`src/rtl/timer_responder_pkg.sv`:
```
// Shared encodings for the memory-mapped countdown timer: FSM states,
// register word offsets, CTRL layout and MODE values.
package timer_responder_pkg;

    typedef enum logic [1:0] {
        ST_IDLE = 2'd0,
        ST_LOAD = 2'd1,
        ST_CNT  = 2'd2,
        ST_INT  = 2'd3
    } tmr_state_e;

    localparam logic [1:0] ADDR_CTRL   = 2'd0;
    localparam logic [1:0] ADDR_PRESET = 2'd1;
    localparam logic [1:0] ADDR_COUNT  = 2'd2;
    localparam logic [1:0] ADDR_RSVD   = 2'd3;

    localparam int CTRL_EN_BIT   = 0;
    localparam int CTRL_MODE_LSB = 1;
    localparam int CTRL_IM_BIT   = 3;
    localparam int CTRL_W        = 4;

    localparam logic [1:0] MODE_ONESHOT = 2'd0;
    localparam logic [1:0] MODE_RELOAD  = 2'd1;

    // Packed so that the struct maps directly onto CTRL[3:0].
    typedef struct packed {
        logic       im;
        logic [1:0] mode;
        logic       en;
    } ctrl_t;

endpackage

```
`src/rtl/timer_responder_be_merge.sv`:
```
// Byte-lane merge of store data into an existing word; shared with the
// DM byte-store path.
module be_merge (
    input  logic [31:0] old_i,
    input  logic [31:0] wd_i,
    input  logic [3:0]  be_i,
    output logic [31:0] merged_o
);

    always_comb begin
        merged_o = old_i;
        for (int i = 0; i < 4; i++) begin
            if (be_i[i]) begin
                merged_o[8*i +: 8] = wd_i[8*i +: 8];
            end
        end
    end

endmodule

```
`src/rtl/timer_responder.sv`:
```
// Countdown timer responder on the M-stage data bus: combinational reads,
// byte-enabled stores, one-shot or auto-reload expiry with a registered irq.
module timer_responder
    import timer_responder_pkg::*;
#(
    parameter int COUNT_W = 32
) (
    input  logic        clk,
    input  logic        reset,
    input  logic        sel,
    input  logic        we,
    input  logic [1:0]  addr,
    input  logic [3:0]  be,
    input  logic [31:0] wd,
    output logic [31:0] rd,
    output logic        irq
);

    tmr_state_e         state_q, state_d;
    ctrl_t              ctrl_q, ctrl_d;
    logic [COUNT_W-1:0] preset_q, preset_d;
    logic [COUNT_W-1:0] count_q, count_d;
    logic               pending_q, pending_d;
    logic               irq_q, irq_d;

    logic [31:0] reg_word;
    logic [31:0] merged;
    logic        ctrl_wr;
    logic        preset_wr;
    ctrl_t       ctrl_wr_val;

    always_comb begin
        case (addr)
            ADDR_CTRL:   reg_word = {{(32-CTRL_W){1'b0}}, ctrl_q};
            ADDR_PRESET: reg_word = 32'(preset_q);
            ADDR_COUNT:  reg_word = 32'(count_q);
            default:     reg_word = 32'd0;
        endcase
    end

    assign rd = sel ? reg_word : 32'd0;
    assign irq = irq_q;

    be_merge u_be_merge (
        .old_i    (reg_word),
        .wd_i     (wd),
        .be_i     (be),
        .merged_o (merged)
    );

    assign ctrl_wr     = sel & we & (addr == ADDR_CTRL) & (|be);
    assign preset_wr   = sel & we & (addr == ADDR_PRESET) & (|be);
    assign ctrl_wr_val = ctrl_t'(merged[CTRL_W-1:0]);

    always_comb begin
        state_d   = state_q;
        ctrl_d    = ctrl_wr ? ctrl_wr_val : ctrl_q;
        preset_d  = preset_wr ? COUNT_W'(merged) : preset_q;
        count_d   = count_q;
        pending_d = pending_q;

        case (state_q)
            ST_IDLE: begin
                if (ctrl_q.en) begin
                    state_d = ST_LOAD;
                end
            end
            ST_LOAD: begin
                // Ends an auto-reload pulse; a one-shot pending was already
                // cleared by the CTRL write that re-enabled the timer.
                count_d   = preset_q;
                pending_d = 1'b0;
                state_d   = ST_CNT;
            end
            ST_CNT: begin
                if (!ctrl_d.en) begin
                    state_d = ST_IDLE;
                end else if (count_q > COUNT_W'(1)) begin
                    count_d = count_q - COUNT_W'(1);
                end else begin
                    count_d = '0;
                    state_d = ST_INT;
                end
            end
            ST_INT: begin
                pending_d = 1'b1;
                if (ctrl_q.mode == MODE_RELOAD) begin
                    state_d = ST_LOAD;
                end else begin
                    state_d = ST_IDLE;
                    if (!ctrl_wr) begin
                        ctrl_d.en = 1'b0;
                    end
                end
            end
            default: begin
                state_d = ST_IDLE;
            end
        endcase

        if (ctrl_wr) begin
            pending_d = 1'b0;
        end

        irq_d = ctrl_d.im & pending_d;
    end

    always_ff @(posedge clk) begin
        if (reset) begin
            state_q   <= ST_IDLE;
            ctrl_q    <= '0;
            preset_q  <= '0;
            count_q   <= '0;
            pending_q <= 1'b0;
            irq_q     <= 1'b0;
        end else begin
            state_q   <= state_d;
            ctrl_q    <= ctrl_d;
            preset_q  <= preset_d;
            count_q   <= count_d;
            pending_q <= pending_d;
            irq_q     <= irq_d;
        end
    end

endmodule

```
`config.mk`:
```
export PLATFORM = sky130hd
export DESIGN_NAME = timer_responder
export DESIGN_NICKNAME = d
export VERILOG_FILES = /design/src/rtl/timer_responder_pkg.sv /design/src/rtl/timer_responder_be_merge.sv /design/src/rtl/timer_responder.sv
export SDC_FILE = /design/constraint.sdc
export NUM_CORES = 1
export LEC_CHECK = 0
export BUFFER_PORTS_ARGS = -buffer_cell sky130_fd_sc_hd__buf_2
export CORE_UTILIZATION = 60
export DETAILED_ROUTE_END_ITERATION = 7
export PLACE_DENSITY = 0.86
export SLEW_MARGIN = 20
export SYNTH_ARGS = -nofsm -noshare
export SYNTH_HDL_FRONTEND = slang
export SYNTH_SLANG_ARGS = --single-unit
```
`constraint.sdc`:
```
create_clock -name clk -period 4.5 [get_ports clk]
set_input_delay 0.9 -clock clk [delete_from_list [all_inputs] [get_ports clk]]
set_output_delay 0.9 -clock clk [all_outputs]
set_load 0.01 [all_outputs]
```
[Word level (Yosys, flattened, before mapping)]
Index checks and enable logic that the tools add are counted.
Word-level totals
  register bits: 72
  latch bits: 0
  bits in writable memories: 0
  memory bits (read-only): 0
  input bits: 42
  output and inout port bits: 33
  logic and storage cells: 51
  memories kept: 0
Operators by class
  add/sub/neg operators: 1
  multipliers: 0
  divide/modulo/power cells: 0
  magnitude comparators: 1
  equality and inequality tests: 9
  shifts and indexed selects: 0
  mux-type cells: 20
  bitwise logic cells: 6
  reductions and logical operators: 6
Operator list (count)
  32-bit 2-to-1 mux: 3
  32-bit one-hot mux with 3 select lines: 1
  32-bit one-hot mux with 2 select lines: 1
  32-bit by 1-bit greater-than comparator with 1-bit output, second input constant: 1
  8-bit 2-to-1 mux: 4
  32-bit by 1-bit subtractor with 32-bit output, second input constant: 1
  2-bit one-hot mux with 4 select lines: 1
  1-bit bitwise AND: 6
  2-bit by 1-bit equality test with 1-bit output, second input constant: 3
  2-bit equality test, second input constant: 3
  2-bit 2-to-1 mux: 3
  1-bit 2-to-1 mux: 5
  2-bit zero test: 2
  4-bit 2-to-1 mux: 1
  2-bit != test, second input constant: 2
  2-bit AND reduction: 2
  4-bit OR reduction: 1
  3-bit != test, second input constant: 1
  1-bit one-hot mux with 2 select lines: 1
  2-bit nonzero test: 1

[Depth between registers and ports, before layout]
Gate-level depths: netlist of the first run.
  depth in word-level cells: 7
  depth in mapped cells: 9
  depth with buffers taken out: 8

[Hierarchy]
A second synthesis of the first run with hierarchy kept.
Second synthesis, totals
  cells, all modules: 633
  area total of the unflattened synthesis: 4949.7 um^2
By module, submodules not included
  timer_responder: times used 1, cells an instance 597, area an instance 4424.2 um^2, seq. area each 1441.4 um^2
  be_merge: times used 1, cells an instance 36, area an instance 525.5 um^2, seq. area each 0.0 um^2

[Worst setup path after synthesis of the first run]
Ideal clock, no wire load.
  path type: in2out
  start point: input port addr[0]
  end point: output port rd[21]
  arrival: 2.319 ns
  data required time: 3.600 ns
  slack: 1.281 ns
  cell stages on the path: 6
  path buffers: 3
  path through: clkbuf_1 > nor2b_1 > clkbuf_1 > clkbuf_1 > a22oi_1 > nor2b_1
Between the ends
  longest elaborated chain between the ends: 3
  elaborated cells between the ends (all ways): 5
  classes of those cells: eq/ne: 2; mux: 2; reduce/logical: 1
Ends and longest elaborated chain
  start: declaration: line timer_responder.sv:12  | input logic [1:0] addr,
  2-bit equality test (tied with other cells): line timer_responder.sv:33  | case (addr)
  32-bit one-hot mux with 3 select lines *: line timer_responder.sv:33
  32-bit 2-to-1 mux *: line timer_responder.sv:41  | assign rd = sel ? reg_word : 32'd0;
  end: declaration: line timer_responder.sv:15  | output logic [31:0] rd,
Mark *: on every way between the ends. The rest lies on a longest branch, timed or not.

[Worst setup path after layout of the first run]
  start point: input port addr[0]
  end point: output port rd[19]
The elaborated chain is that of the path after synthesis.

==> impl_metrics.yaml, run 1 <==
layout:
  fin_util_pct: 70.09
  area_delta_synth_final_pct: 13.27
  drive_above_1_share_pct: 17.48
  nets: 714
  antenna_cells: 0
  fill_cells: 619
synth:
  synth-seq-area-share_pct: 32.12
  ys_warn_count: 0
  postSynthAreaPerCell_sq_um: 7.204
  yosysTopAreaCellShare_pct: 32.12
  synth_flop_cell: "dfxtp_1"
  synth_nets: 667
  synth_edf_count: 0
  synth_seq_cells: 72
  synthTopCellsByArea: "dfxtp_1, nand2_1, o21ai_0"
  syn_area_sq_mm: 0.004488
  synth_largest_area_cell: "dfxtp_1"
  async_flop_share_pct: 0
  syn_inst: 623
  synth.distinct_cells: 52
power_and_ir_drop:
  combinationalPowerShare_pct: 8.8
  total_power_mw: 1.296
  p_int_mw: 0.9660
  power_per_cell_area_mw_per_mm2: 254.9
  power_switching_mw: 0.3299
  p_sw_share_pct: 25.46
  vdd.ir_drop.worst_uv: 157.1
  p_leak_nw: 1.901
  pwr-share-clk_pct: 41.3
  p_seq_share_pct: 49.8
clock_network:
  clockBufferDepth: 2
  clk_latency_ns: 0.34
  numClockSinks: 72
  h-tree-depth: 3
  path_clk_slew_ns: 0.07
  postCtsSetupRepairBufs: 0
  cts_tree: "done"
  cts_buffers: 9
  cts_resized: 0
  root_buffer: "clkbuf_8"
  hold_buffers: 0
routing:
  first_pass_iters: 8
  drt_iter0_drc: 443
  drcViolationCount: 0
  viasPerCell: 6.451
  wl_microns: 13120
  ant_nets: 0
  num_vias: 4993
  wl_per_cell_microns: 16.95
sta:
  fmax_mhz: 291.8
  hold_violations: 0
  rsz0062_at_grt: "no"
  min_period_ns: 3.427
  finalSetupViolCount: 0
  max_slew.worst_pin.slew_ns: 1.070
  relSlewSlack_pct: 28.59
  clock_skew_ns: 0.008288
  finalSetupTns_ns: 0
  final.setup.worst_slack_ns: 1.073
  maxSlewViolCount: 0
  period_share_pct: 76.17
global_route:
  grt_start_max_net_pins: 65
  grt_pass1_wl_microns: 20710
  globalRouteTotalUtil_pct: 34.10
  grt_pass1_vias: 4393
  antenna_found_initial: 0
  gr-total-overflow: 0
floorplanning:
  die_w_microns: 88.49
  placeableCoreArea_sq_mm: 0.007253
  initial_core_util_pct: 61.88
  dieArea_sq_mm: 0.007830
  die_h_microns: 88.49
  io_pins: 75
  row_count: 31
critical_path:
  path_max_fanout: 16
  arrival_ns: 2.53
  worstSetupPathType: "input port to output pin"
  endpoint_kind: "output pin"
  critical_path_required_ns: 3.60
  startpoint_type: "input port"
flow_run:
  maxCapViolations: 0
placement:
  io_buffers: 74
  place_worst_setup_slack_ns: 0.9283
  place_congestion: 0.9669
  place_hpwl_microns: 8855
outcome:
  status: "finished, final reports clean"
worst_hold_path:
  holdCritPathClass: "flip-flop to flip-flop"
## worst max-delay path, stage by stage
cell	delay [ns]
buf_2	0.20
nor2b_2	0.66
buf_4	0.35
a22oi_1	0.14
nor2b_1	0.13
buf_2	0.14
## final timing paths
path | start | to | slack (ns) | cells past startpoint
setup / recovery | addr[0] | rd[19] | 1.07 | 6
hold / removal | preset_q[11] | preset_q[11] | 0.47 | 2
setup reg to reg | count_q[24] | count_q[3] | 1.17 | 7
hold reg to reg | preset_q[11] | preset_q[11] | 0.47 | 2
## state kept, by name, indices dropped and copies added (netlist names)
| register | count |
|---|---|
| state_q | 2 |
| preset_q | 32 |
| count_q | 32 |
| ctrl_q | 4 |
| irq | 1 |
| pending_q | 1 |
## cells by family (layout without fill, tap and decap cells)
group,count (synthesis),count (layout),share of synthesized area [%]
AO/OA/AOI/OAI,197,197,28.88
adder cells (fa/ha/maj),2,2,0.5575
buffers and inverters,69,121,6.133
flip-flops,72,72,32.12
multiplexers,8,8,1.784
AND/OR/NAND/NOR,275,275,30.53
## layout by cell type (no fill, tap or decap), types with 4 or more instances in the layout
master,instances
and2_1,6
a31oi_1,6
or3_1,5
nor4_1,9
nor2_1,39
a32o_1,7
inv_1,18
buf_4,12
o21ai_0,52
nand2_1,121
o32ai_1,15
buf_2,74
nand3_1,10
nor2b_1,32
dfxtp_1,72
or4_1,8
a32oi_1,9
nor3_1,14
mux2i_1,8
a21oi_1,46
clkbuf_8,11
o31ai_1,6
nand4_1,9
a211oi_1,4
a22oi_1,30
o21a_1,9
## power by group through the flow
| stage | Sequential, mW | Combinational (mW) | Clock (mW) |
|---|---|---|---|
| 3_5_place_dp | 0.661 | 0.112 | 0 |
| 4_1_cts | 0.646 | 0.113 | 0.537 |
| 6_report | 0.646 | 0.115 | 0.536 |
| 2_1_floorplan | 0.659 | 0.0727 | 0 |
| 5_1_grt | 0.646 | 0.124 | 0.570 |
| 3_3_place_gp | 0.660 | 0.108 | 0 |
## metrics by stage
step / instances / hold slack [ns] / area [sq um]
finish: 774 / 0.4686 / 5084
global route: 774 / 0.4921 / 5084
CTS: 774 / 0.4682 / 5082
detailed placement: 758 / 0.4582 / 4876
global placement: 758 / 0.4521 / 4876
floorplan: 623 / 0.4407 / 4488
## routing by layer
layer  track usage, %  vias up  wire, microns
li1                 -     2356              -
met1            42.94     2325           5380
met2            59.65      279           6346
met3            5.410       33           1140
met4            10.85        0            250
met5                0        -              0
## Yosys cell counts (7+ instances only)
cell type,instances
nand2_1,121
dfxtp_1,72
o21ai_0,52
a21oi_1,46
clkbuf_1,42
nor2_1,40
nor2b_1,34
a22oi_1,30
inv_1,18
o32ai_1,15
nor3_1,14
nand3_1,10
a32oi_1,9
nand4_1,9
nor4_1,9
o21a_1,9
mux2i_1,8
or4_1,8
a32o_1,7
buf_2,7
## final cells by class
type	count	area, sq um	area share, %
clock inverter	5	55.05	1.083
clock buffer	11	151.4	2.978
inverter	19	71.32	1.403
multi-input combinational	482	2780	54.69
timing repair buffer	86	460.4	9.057
sequential	72	1441	28.35
tap	99	123.9	2.437
Note: power is estimated with default switching activity, not from simulation.
==> run 2: changes to the inputs <==
--- a/config.mk
+++ b/config.mk
@@ -6,9 +6,9 @@
 export NUM_CORES = 1
 export LEC_CHECK = 0
 export BUFFER_PORTS_ARGS = -buffer_cell sky130_fd_sc_hd__buf_2
-export CORE_UTILIZATION = 60
+export CORE_UTILIZATION = 57
 export DETAILED_ROUTE_END_ITERATION = 7
-export PLACE_DENSITY = 0.86
+export PLACE_DENSITY = 0.83
 export SLEW_MARGIN = 20
 export SYNTH_ARGS = -nofsm -noshare
 export SYNTH_HDL_FRONTEND = slang
==> constraint.sdc (replaced) <==
create_clock -name clk -period 3.5 [get_ports clk]
set_input_delay 0.7 -clock clk [delete_from_list [all_inputs] [get_ports clk]]
set_output_delay 0.7 -clock clk [all_outputs]
set_load 0.01 [all_outputs]
==> run 2 against run 1 <==
Clock power increased by 7.8%. Non-clock buffer count increased by 6. Critical path depth stayed put. Flip-flop and latch count unchanged. Count of clock-buffer cells in the layout up 2. Final cell count up 0.52%. Setup slack worse by 0.60 ns. Via count is 0.90% lower. Critical endpoint is now count_q[30].
==> impl_metrics.yaml, run 2 (same netlist as run 1, synthesis figures left out) <==
routing:
  ant_nets: 0
  wl_per_cell_microns: 17.27
  first_pass_iters: 6
  num_vias: 4948
  viasPerCell: 6.360
  drt_iter0_drc: 584
  wl_microns: 13440
  drcViolationCount: 0
critical_path:
  reg2regPathDepth: 6
  startpoint: "count_q[24]"
  crit_family: "simple AND/OR/NAND/NOR gates"
  critical_path_required_ns: 3.73
  crit_path_max_incr_delay_ns: 0.60
  worst-path-buf-inv: 0
  path_depth: 6
  worstSetupPathType: "flip-flop to flip-flop"
  cpMaxStageDelayCell: "nor4b_4"
  rr_startpoint: "count_q[24]"
  r2r-end: "count_q[30]"
  crit_end: "count_q[30]"
  endpoint_kind: "flip-flop"
  reg2reg_slack_ns: 0.47
  startpoint_type: "flip-flop"
  path_max_fanout: 23
  path_cells: "or4_4 -> or4b_4 -> nor4b_4 -> nor2_2 -> o21ai_0 -> o211ai_1"
  arrival_ns: 3.26
global_route:
  grt_start_max_net_pins: 65
  globalRouteTotalUtil_pct: 33.48
  antenna_found_initial: 0
  grt_pass1_wl_microns: 22220
  grt_pass1_vias: 4503
  gr-total-overflow: 0
layout:
  area_delta_synth_final_pct: 13.10
  fill_cells: 679
  fin_util_pct: 68.16
  antenna_cells: 0
  design_area_sq_mm: 0.005076
  final_common_cell: "nand2_1"
  top_regs: "count_q x32, preset_q x32, ctrl_q x4"
  nets: 720
  final_cell_mix: "nand2_1, buf_2, dfxtp_1"
  drive_above_1_share_pct: 17.53
sta:
  rsz0062_at_grt: "no"
  min_period_ns: 3.026
  relSlewSlack_pct: 31.03
  finalSetupTns_ns: 0
  period_share_pct: 86.47
  maxSlewViolCount: 0
  hold_violations: 0
  clock_skew_ns: 0.01060
  max_slew.worst_pin.slew_ns: 1.033
  final.setup.worst_slack_ns: 0.4737
  fmax_mhz: 330.4
  finalSetupViolCount: 0
clock_network:
  clk_latency_ns: 0.36
  cts_buffers: 9
  numClockSinks: 72
  path_clk_slew_ns: 0.07
  postCtsSetupRepairBufs: 0
  root_buffer: "clkbuf_8"
  cts_tree: "done"
  h-tree-depth: 3
  cts_resized: 0
  hold_buffers: 0
  clockBufferDepth: 2
worst_hold_path:
  holdCritPathClass: "flip-flop to flip-flop"
placement:
  place_hpwl_microns: 9159
  io_buffers: 74
  post_dp_cell_area_sq_mm: 0.004921
  place_worst_setup_slack_ns: 0.2755
  place_congestion: 0.9479
power_and_ir_drop:
  p_leak_nw: 1.908
  power_per_cell_area_mw_per_mm2: 307.1
  vdd.ir_drop.worst_uv: 230.1
flow_run:
  maxCapViolations: 0
floorplanning:
  row_count: 31
  placeableCoreArea_sq_mm: 0.007447
  initial_core_util_pct: 60.27
  die_w_microns: 90.74
  io_pins: 75
  die_h_microns: 90.74
  dieArea_sq_mm: 0.008233
outcome:
  status: "finished, final reports clean"
run 2: changes by cell type in the layout (fill, tap and decap cells not counted):
cell,previous run,this run
clkbuf_8,11,10
buf_4,12,18
clkinv_2,2,1
clkbuf_1,0,3
clkinvlp_4,2,0
bufinv_16,1,0
run 2: tightest hold or removal path: cells and delay by family, from the launching register on:
kind / cells / cell delay [ns]
AOI/OAI and AO/OA: 1 / 0.05
and+or+nand+nor: 1 / 0.06
DFF: 1 / 0.32
run 2: layer usage:
layer	part of all wire, %	vias up	track usage, %
li1	-	2356	-
met1	43	2303	44.40
met2	46	253	54.17
met3	9.1	36	6.818
met4	1.9	0	10.89
met5	0	-	0
run 2: through the flow:
step           cells  power [mW]  hold slack, ns
6_report         778       1.559          0.4706
5_1_grt          778       1.614          0.4850
4_1_cts          778       1.558          0.4737
3_5_place_dp     764      0.9956          0.4644
3_3_place_gp     764      0.9919          0.4557
2_1_floorplan    623      0.9407          0.4407
run 2: how the worst min path moves through the flow:
stage | from | end | slack (ns) | depth (start not counted)
final | preset_q[20] | preset_q[20] | 0.47 | 2
after global routing | preset_q[9] | preset_q[9] | 0.49 | 2
after CTS | preset_q[20] | preset_q[20] | 0.47 | 2
after detailed placement | preset_q[25] | preset_q[25] | 0.46 | 2
after global placement | preset_q[20] | preset_q[20] | 0.46 | 2
after floorplan | preset_q[11] | preset_q[11] | 0.44 | 2
run 2: power by group:
part           internal [mW]  leakage (nW)  switching (mW)
combinational         0.0542          1.25          0.0961
clock                  0.269        0.0794           0.309
sequential             0.825         0.580         0.00592
run 2: area by class of cell:
cell class / instances / area [sq um] / share of cell area [%]
sequential: 72 / 1441 / 28.40
clock buffer: 13 / 148.9 / 2.933
inverter: 19 / 71.32 / 1.405
timing repair buffer: 92 / 505.5 / 9.958
multi-input combinational: 482 / 2780 / 54.77
tap: 99 / 123.9 / 2.440
clock inverter: 1 / 5.005 / 0.09859
